`src/rtl/soc_mem_arbiter.sv`:
```
`default_nettype none
// ============================================================================
// Module   : soc_mem_arbiter
// Brief    : Round-robin arbiter sharing one single-ported memory between the
//            instruction-fetch master (m0) and the load/store master (m1).
//            One transaction outstanding at a time; responses are routed back
//            to the issuing master, and a missing response becomes an error
//            after TIMEOUT cycles.
// Revision : 1.0 - initial release
// ============================================================================
module soc_mem_arbiter #(
  parameter int ADDR_W  = 32,
  parameter int DATA_W  = 32,
  parameter int TIMEOUT = 16
) (
  input  logic                clk_i,
  input  logic                rst_i,
  // master 0 (instruction fetch)
  input  logic                m0_req_i,
  input  logic                m0_we_i,
  input  logic [ADDR_W-1:0]   m0_addr_i,
  input  logic [DATA_W-1:0]   m0_wdata_i,
  input  logic [DATA_W/8-1:0] m0_wstrb_i,
  output logic                m0_gnt_o,
  output logic                m0_rvalid_o,
  output logic [DATA_W-1:0]   m0_rdata_o,
  output logic                m0_rerr_o,
  // master 1 (load/store)
  input  logic                m1_req_i,
  input  logic                m1_we_i,
  input  logic [ADDR_W-1:0]   m1_addr_i,
  input  logic [DATA_W-1:0]   m1_wdata_i,
  input  logic [DATA_W/8-1:0] m1_wstrb_i,
  output logic                m1_gnt_o,
  output logic                m1_rvalid_o,
  output logic [DATA_W-1:0]   m1_rdata_o,
  output logic                m1_rerr_o,
  // memory side
  output logic                mem_req_o,
  output logic                mem_we_o,
  output logic [ADDR_W-1:0]   mem_addr_o,
  output logic [DATA_W-1:0]   mem_wdata_o,
  output logic [DATA_W/8-1:0] mem_wstrb_o,
  input  logic                mem_gnt_i,
  input  logic                mem_rvalid_i,
  input  logic [DATA_W-1:0]   mem_rdata_i
);

  // Counter just wide enough to reach TIMEOUT-1
  localparam int                 c_CNT_W    = (TIMEOUT > 2) ? $clog2(TIMEOUT) : 1;
  localparam logic [c_CNT_W-1:0] c_CNT_LAST = c_CNT_W'(TIMEOUT - 1);

  typedef enum logic [1:0] {
    ST_IDLE  = 2'd0,
    ST_ISSUE = 2'd1,
    ST_WAIT  = 2'd2
  } state_t;

  state_t                r_state;
  logic                  r_last_owner;
  logic                  r_owner;
  logic                  r_mem_req;
  logic                  r_we;
  logic [ADDR_W-1:0]     r_addr;
  logic [DATA_W-1:0]     r_wdata;
  logic [DATA_W/8-1:0]   r_wstrb;
  logic [c_CNT_W-1:0]    r_cnt;
  logic                  r_m0_rvalid;
  logic                  r_m1_rvalid;
  logic [DATA_W-1:0]     r_m0_rdata;
  logic [DATA_W-1:0]     r_m1_rdata;
  logic                  r_m0_rerr;
  logic                  r_m1_rerr;

  logic                  w_pick;
  logic                  w_sel_we;
  logic [ADDR_W-1:0]     w_sel_addr;
  logic [DATA_W-1:0]     w_sel_wdata;
  logic [DATA_W/8-1:0]   w_sel_wstrb;
  logic                  w_rsp_fire;
  logic                  w_rsp_err;
  logic [DATA_W-1:0]     w_rsp_data;
  logic                  w_issue_gnt;

  // Arbitration: a lone requester wins; on a tie the master not served last wins
  always_comb begin
    w_pick = m1_req_i;
    if (m0_req_i && m1_req_i) begin
      w_pick = ~r_last_owner;
    end
    w_sel_we    = w_pick ? m1_we_i    : m0_we_i;
    w_sel_addr  = w_pick ? m1_addr_i  : m0_addr_i;
    w_sel_wdata = w_pick ? m1_wdata_i : m0_wdata_i;
    w_sel_wstrb = w_pick ? m1_wstrb_i : m0_wstrb_i;
  end

  // Response decision in WAIT: a real response beats the timeout on the last cycle
  always_comb begin
    w_rsp_fire = (r_state == ST_WAIT) && (mem_rvalid_i || (r_cnt == c_CNT_LAST));
    w_rsp_err  = ~mem_rvalid_i;
    w_rsp_data = mem_rvalid_i ? mem_rdata_i : '0;
  end

  // Transaction FSM with registered memory request and master responses
  always_ff @(posedge clk_i or posedge rst_i) begin
    if (rst_i) begin
      r_state      <= ST_IDLE;
      r_last_owner <= 1'b1;
      r_owner      <= 1'b0;
      r_mem_req    <= 1'b0;
      r_we         <= 1'b0;
      r_addr       <= '0;
      r_wdata      <= '0;
      r_wstrb      <= '0;
      r_cnt        <= '0;
      r_m0_rvalid  <= 1'b0;
      r_m1_rvalid  <= 1'b0;
      r_m0_rdata   <= '0;
      r_m1_rdata   <= '0;
      r_m0_rerr    <= 1'b0;
      r_m1_rerr    <= 1'b0;
    end else begin
      r_m0_rvalid <= 1'b0;
      r_m1_rvalid <= 1'b0;
      case (r_state)
        ST_IDLE: begin
          if (m0_req_i || m1_req_i) begin
            r_owner   <= w_pick;
            r_we      <= w_sel_we;
            r_addr    <= w_sel_addr;
            r_wdata   <= w_sel_wdata;
            r_wstrb   <= w_sel_wstrb;
            r_mem_req <= 1'b1;
            r_state   <= ST_ISSUE;
          end
        end
        ST_ISSUE: begin
          if (mem_gnt_i) begin
            r_mem_req <= 1'b0;
            r_cnt     <= '0;
            r_state   <= ST_WAIT;
          end
        end
        ST_WAIT: begin
          if (w_rsp_fire) begin
            if (r_owner) begin
              r_m1_rvalid <= 1'b1;
              r_m1_rdata  <= w_rsp_data;
              r_m1_rerr   <= w_rsp_err;
            end else begin
              r_m0_rvalid <= 1'b1;
              r_m0_rdata  <= w_rsp_data;
              r_m0_rerr   <= w_rsp_err;
            end
            r_last_owner <= r_owner;
            r_state      <= ST_IDLE;
          end else begin
            r_cnt <= r_cnt + 1'b1;
          end
        end
        default: begin
          r_mem_req <= 1'b0;
          r_state   <= ST_IDLE;
        end
      endcase
    end
  end

  // Grant is the memory's acceptance passed straight through to the owner
  assign w_issue_gnt = r_mem_req & mem_gnt_i;
  assign m0_gnt_o    = w_issue_gnt & ~r_owner;
  assign m1_gnt_o    = w_issue_gnt &  r_owner;

  assign mem_req_o   = r_mem_req;
  assign mem_we_o    = r_we;
  assign mem_addr_o  = r_addr;
  assign mem_wdata_o = r_wdata;
  assign mem_wstrb_o = r_wstrb;

  assign m0_rvalid_o = r_m0_rvalid;
  assign m1_rvalid_o = r_m1_rvalid;
  assign m0_rdata_o  = r_m0_rdata;
  assign m1_rdata_o  = r_m1_rdata;
  assign m0_rerr_o   = r_m0_rerr;
  assign m1_rerr_o   = r_m1_rerr;

endmodule
`default_nettype wire

```
`config.mk`:
```
export PLATFORM = sky130hd
export DESIGN_NAME = soc_mem_arbiter
export DESIGN_NICKNAME = d
export VERILOG_FILES = /design/src/rtl/soc_mem_arbiter.sv
export SDC_FILE = /design/constraint.sdc
export NUM_CORES = 1
export LEC_CHECK = 0
export CAP_MARGIN = 40
export CORE_ASPECT_RATIO = 1.4
export CORE_UTILIZATION = 41
export CTS_CLUSTER_SIZE = 24
export DETAILED_ROUTE_END_ITERATION = 10
export PLACE_DENSITY = 0.9
export REMOVE_ABC_BUFFERS = 1
export SLEW_MARGIN = 20
export SYNTH_ARGS = -nofsm -noshare
export SYNTH_HDL_FRONTEND = slang
export SYNTH_SLANG_ARGS = --single-unit
```
`constraint.sdc`:
```
create_clock -name clk_i -period 6.45 [get_ports clk_i]
set_clock_uncertainty 0.1 [all_clocks]
set_input_delay 0.645 -clock clk_i [delete_from_list [all_inputs] [get_ports clk_i]]
set_output_delay 0.645 -clock clk_i [all_outputs]
set_load 0.005 [all_outputs]
```
==> summary.txt <==
Yosys
  • Number of enable flip-flop cells after synthesis: 0
  • Post-synth top cells: dfrtp_1, mux2_2, a22o_1
  • Most area-hungry cell type in the Yosys netlist: dfrtp_1
  • Area of the mapped netlist: between 6000 and 7000 um^2
  • Synth warn: 0
  • Top-count cell post-synth: dfrtp_1
  • Synth area leaders: dfrtp_1, mux2_2, a22o_1
  • Distinct cells, synth: 39
  • Main synth FF type: dfrtp_1
  • Synth top area share: 56.9%
  • Post-Syn Instances: between 400 and 500
  • Share of the yosys chip area belonging to registers: between 50% and 60%
  • Register bit count reported by yosys: ~150
  • Syn Area/Cell: between 10 and 15 um^2
  • Asr flop ratio synth: between 90% and 100%

STA
  • Min cycle time layout: around 2600 ps
  • Slew Viols, Final: 0
  • Worst Max-Slew Pin Slew: approximately 700 ps
  • Final setup fails: 0
  • Final Hold Vio Count: 0
  • Worst slew margin: between 50% and 60%
  • Setup TNS Final: 0 ps
  • Fmax: 379 MHz
  • RSZ-0062 raised after global routing: false
  • Final worst-path cycle share: approximately 41%
  • Worst hold slack: ~400 ps

Drt
  • Drt pass-1 iters: 5
  • Routed vias: 4,931
  • WL per Instance: 19.6 um
  • Vias per inst: 5.20
  • Residual DRC: 0
  • Initial DRC count: 185
  • Number of routed nets with antenna violations: 0
  • Routed wire length: 18,500 um

Global route
  • Initial antenna violation count: 0
  • Met3 usage: under 10%
  • Vias in the first global route: 5,352
  • First-pass GRT wire length: ~28,000 um
  • Met2 usage: between 40 and 50%
  • Top Usage Layer GRT: met2
  • Aggregate global routing overflow: 0
  • Met1 Resource Use GR: around 25%
  • Pin count of the biggest net entering global routing: 71
  • Total track usage: 23.2%

Placement
  • Dpl hpwl: between 10,000 and 15,000 um
  • # port buffers: between 300 and 400
  • GPL Wtd Cong: just under 0.8

Worst hold path
  • Worst Hold Class: flip-flop to flip-flop

Finish
  • Final core utilization: between 60% and 70%
  • Share of post-route cells with drive strength above 1: 23.3%
  • Synth-to-Final Area Change: 60.7%
  • Diode count: 0
  • Nets: approximately 900

CTS
  • Maximum clock insertion buffer count: 2
  • H-tree lvl count: 4
  • Sink Count: ~150
  • CTS Root Cell: clkbuf_16
  • CTS Buf Count: 17
  • Clock latency on the worst-skew pair: between 400 and 500 ps
  • Setup bufs post-CTS: 0
  • # hold bufs at CTS: 0
  • Clock transition at the registers of the reported paths: ~60 ps
  • Post-cts repair resize count: 0
  • CTS tree: yes

Floorplan
  • Ports: 316
  • Die X: 107 um
  • Die Y: roughly 150 um
  • CORE AREA: between 15,000 and 20,000 um^2
  • Initial Util: a little over two fifths
  • # rows: 53
  • Full die area: approximately 16,000 um^2

Critical path
  • Critical path type: primary input to output pin
  • Crit-path max FO: 5
  • Arrival @ worst endpoint: 1890 ps
  • Crit. End Element: output pin
  • Crit path launch type: primary input
  • Worst Path Required: about 5700 ps

Power and ir drop
  • P_leak: 4.32 nW
  • Peak VDD IR: 243 uV
  • PwrDens: around 450 nW/um^2

Status
  • Status: complete, no violations

Flow run
  • Max_cap viols: 0
[per-layer routing]
metal / share of wire, % / up-vias / wire [um]
met3: 11 / 24 / 2030
li1: - / 2225 / -
met5: 0 / - / 0
met1: 36 / 2425 / 6760
met2: 51 / 257 / 9380
met4: 2.0 / 0 / 372
[worst max-delay path: stages]
cell,delay (ps)
clkdlybuf4s50_1,550
nand2_1,90
nor2_1,100
clkdlybuf4s50_1,510
[report_power, final]
| group | internal, W | switching (W) |
|---|---|---|
| Combinational | 0.00132 | 0.000638 |
| Clock | 0.000553 | 0.000432 |
| Sequential | 0.00136 | 0.000285 |
| Total | 0.00323 | 0.00135 |
[state kept, by name, summed over array words and instances, names as in the netlist]
name	count
m0_rdata_o	32
m0_rerr_o	1
m0_rvalid_o	1
m1_rdata_o	32
m1_rerr_o	1
m1_rvalid_o	1
mem_addr_o	32
mem_req_o	1
mem_wdata_o	32
mem_we_o	1
mem_wstrb_o	4
r_cnt	4
r_last_owner	1
r_owner	1
r_state	2
[cell usage in the layout (no fill, tap or decap), types with 2 or more instances in the layout]
cell type / Yosys / routed
mux2_1: 13 / 13
dfrtp_1: 145 / 145
inv_1: 5 / 4
nand2b_1: 2 / 2
a22o_1: 64 / 64
a21o_1: 2 / 2
clkinv_4: 0 / 2
a21oi_1: 4 / 4
inv_6: 0 / 7
inv_8: 0 / 4
nand3_1: 2 / 2
mux2_2: 125 / 125
o221ai_1: 2 / 2
clkdlybuf4s50_1: 0 / 315
nand2_1: 5 / 5
clkbuf_16: 0 / 17
buf_4: 4 / 4
buf_16: 0 / 3
nor2_1: 6 / 6
o21ai_0: 4 / 4
[area by class of cell]
class / count / area, um^2
Sequential cell: 146 / 3650
Multi-Input combinational cell: 250 / 2450
Clock buffer: 17 / 425
Tap cell: 192 / 240
Clock inverter: 15 / 166
Inverter: 5 / 23.8
Fill cell: 1050 / 4880
Timing Repair Buffer: 323 / 3290
[cells by family (layout without fill, tap and decap cells)]
logic type / count (synthesis) / after routing / share of synthesized area, %
simple gates: 28 / 28 / 2.75
flops: 146 / 146 / 57.3
compound gates: 83 / 83 / 10.9
buf+inv: 37 / 360 / 4.42
mux: 138 / 138 / 24.4
fa+ha+maj: 1 / 1 / 0.196
[worst paths after layout]
| kind | start | endpoint | slack [ps] | cells after the start |
|---|---|---|---|---|
| max | mem_gnt_i | m0_gnt_o | 3810 | 4 |
| min | mem_wdata_o[19]$_DFFE_PP0P_ | mem_wdata_o[19]$_DFFE_PP0P_ | 400 | 1 |
| max reg2reg | r_state[1]$_DFFE_PP0P_ | mem_wdata_o[14]$_DFFE_PP0P_ | 4190 | 4 |
| min reg2reg | mem_wdata_o[19]$_DFFE_PP0P_ | mem_wdata_o[19]$_DFFE_PP0P_ | 400 | 1 |
| max in group asynchronous | rst_i | m0_rdata_o[21]$_DFFE_PP0P_ | 4510 | 4 |
| min in group asynchronous | rst_i | mem_wdata_o[22]$_DFFE_PP0P_ | 600 | 2 |
[metrics by stage]
stage | std cells | area, um^2 | power [W] | worst slack [ps]
detailed placement | 915 | 9620 | 0.00362 | 3480
finish | 948 | 10200 | 0.00458 | 3810
global placement | 912 | 9550 | 0.00352 | 3350
CTS | 947 | 10200 | 0.00463 | 3800
global route | 948 | 10200 | 0.00483 | 3740
floorplan | 401 | 6110 | 0.00238 | 1780
No activity file was read; power rests on OpenSTA's default activity.
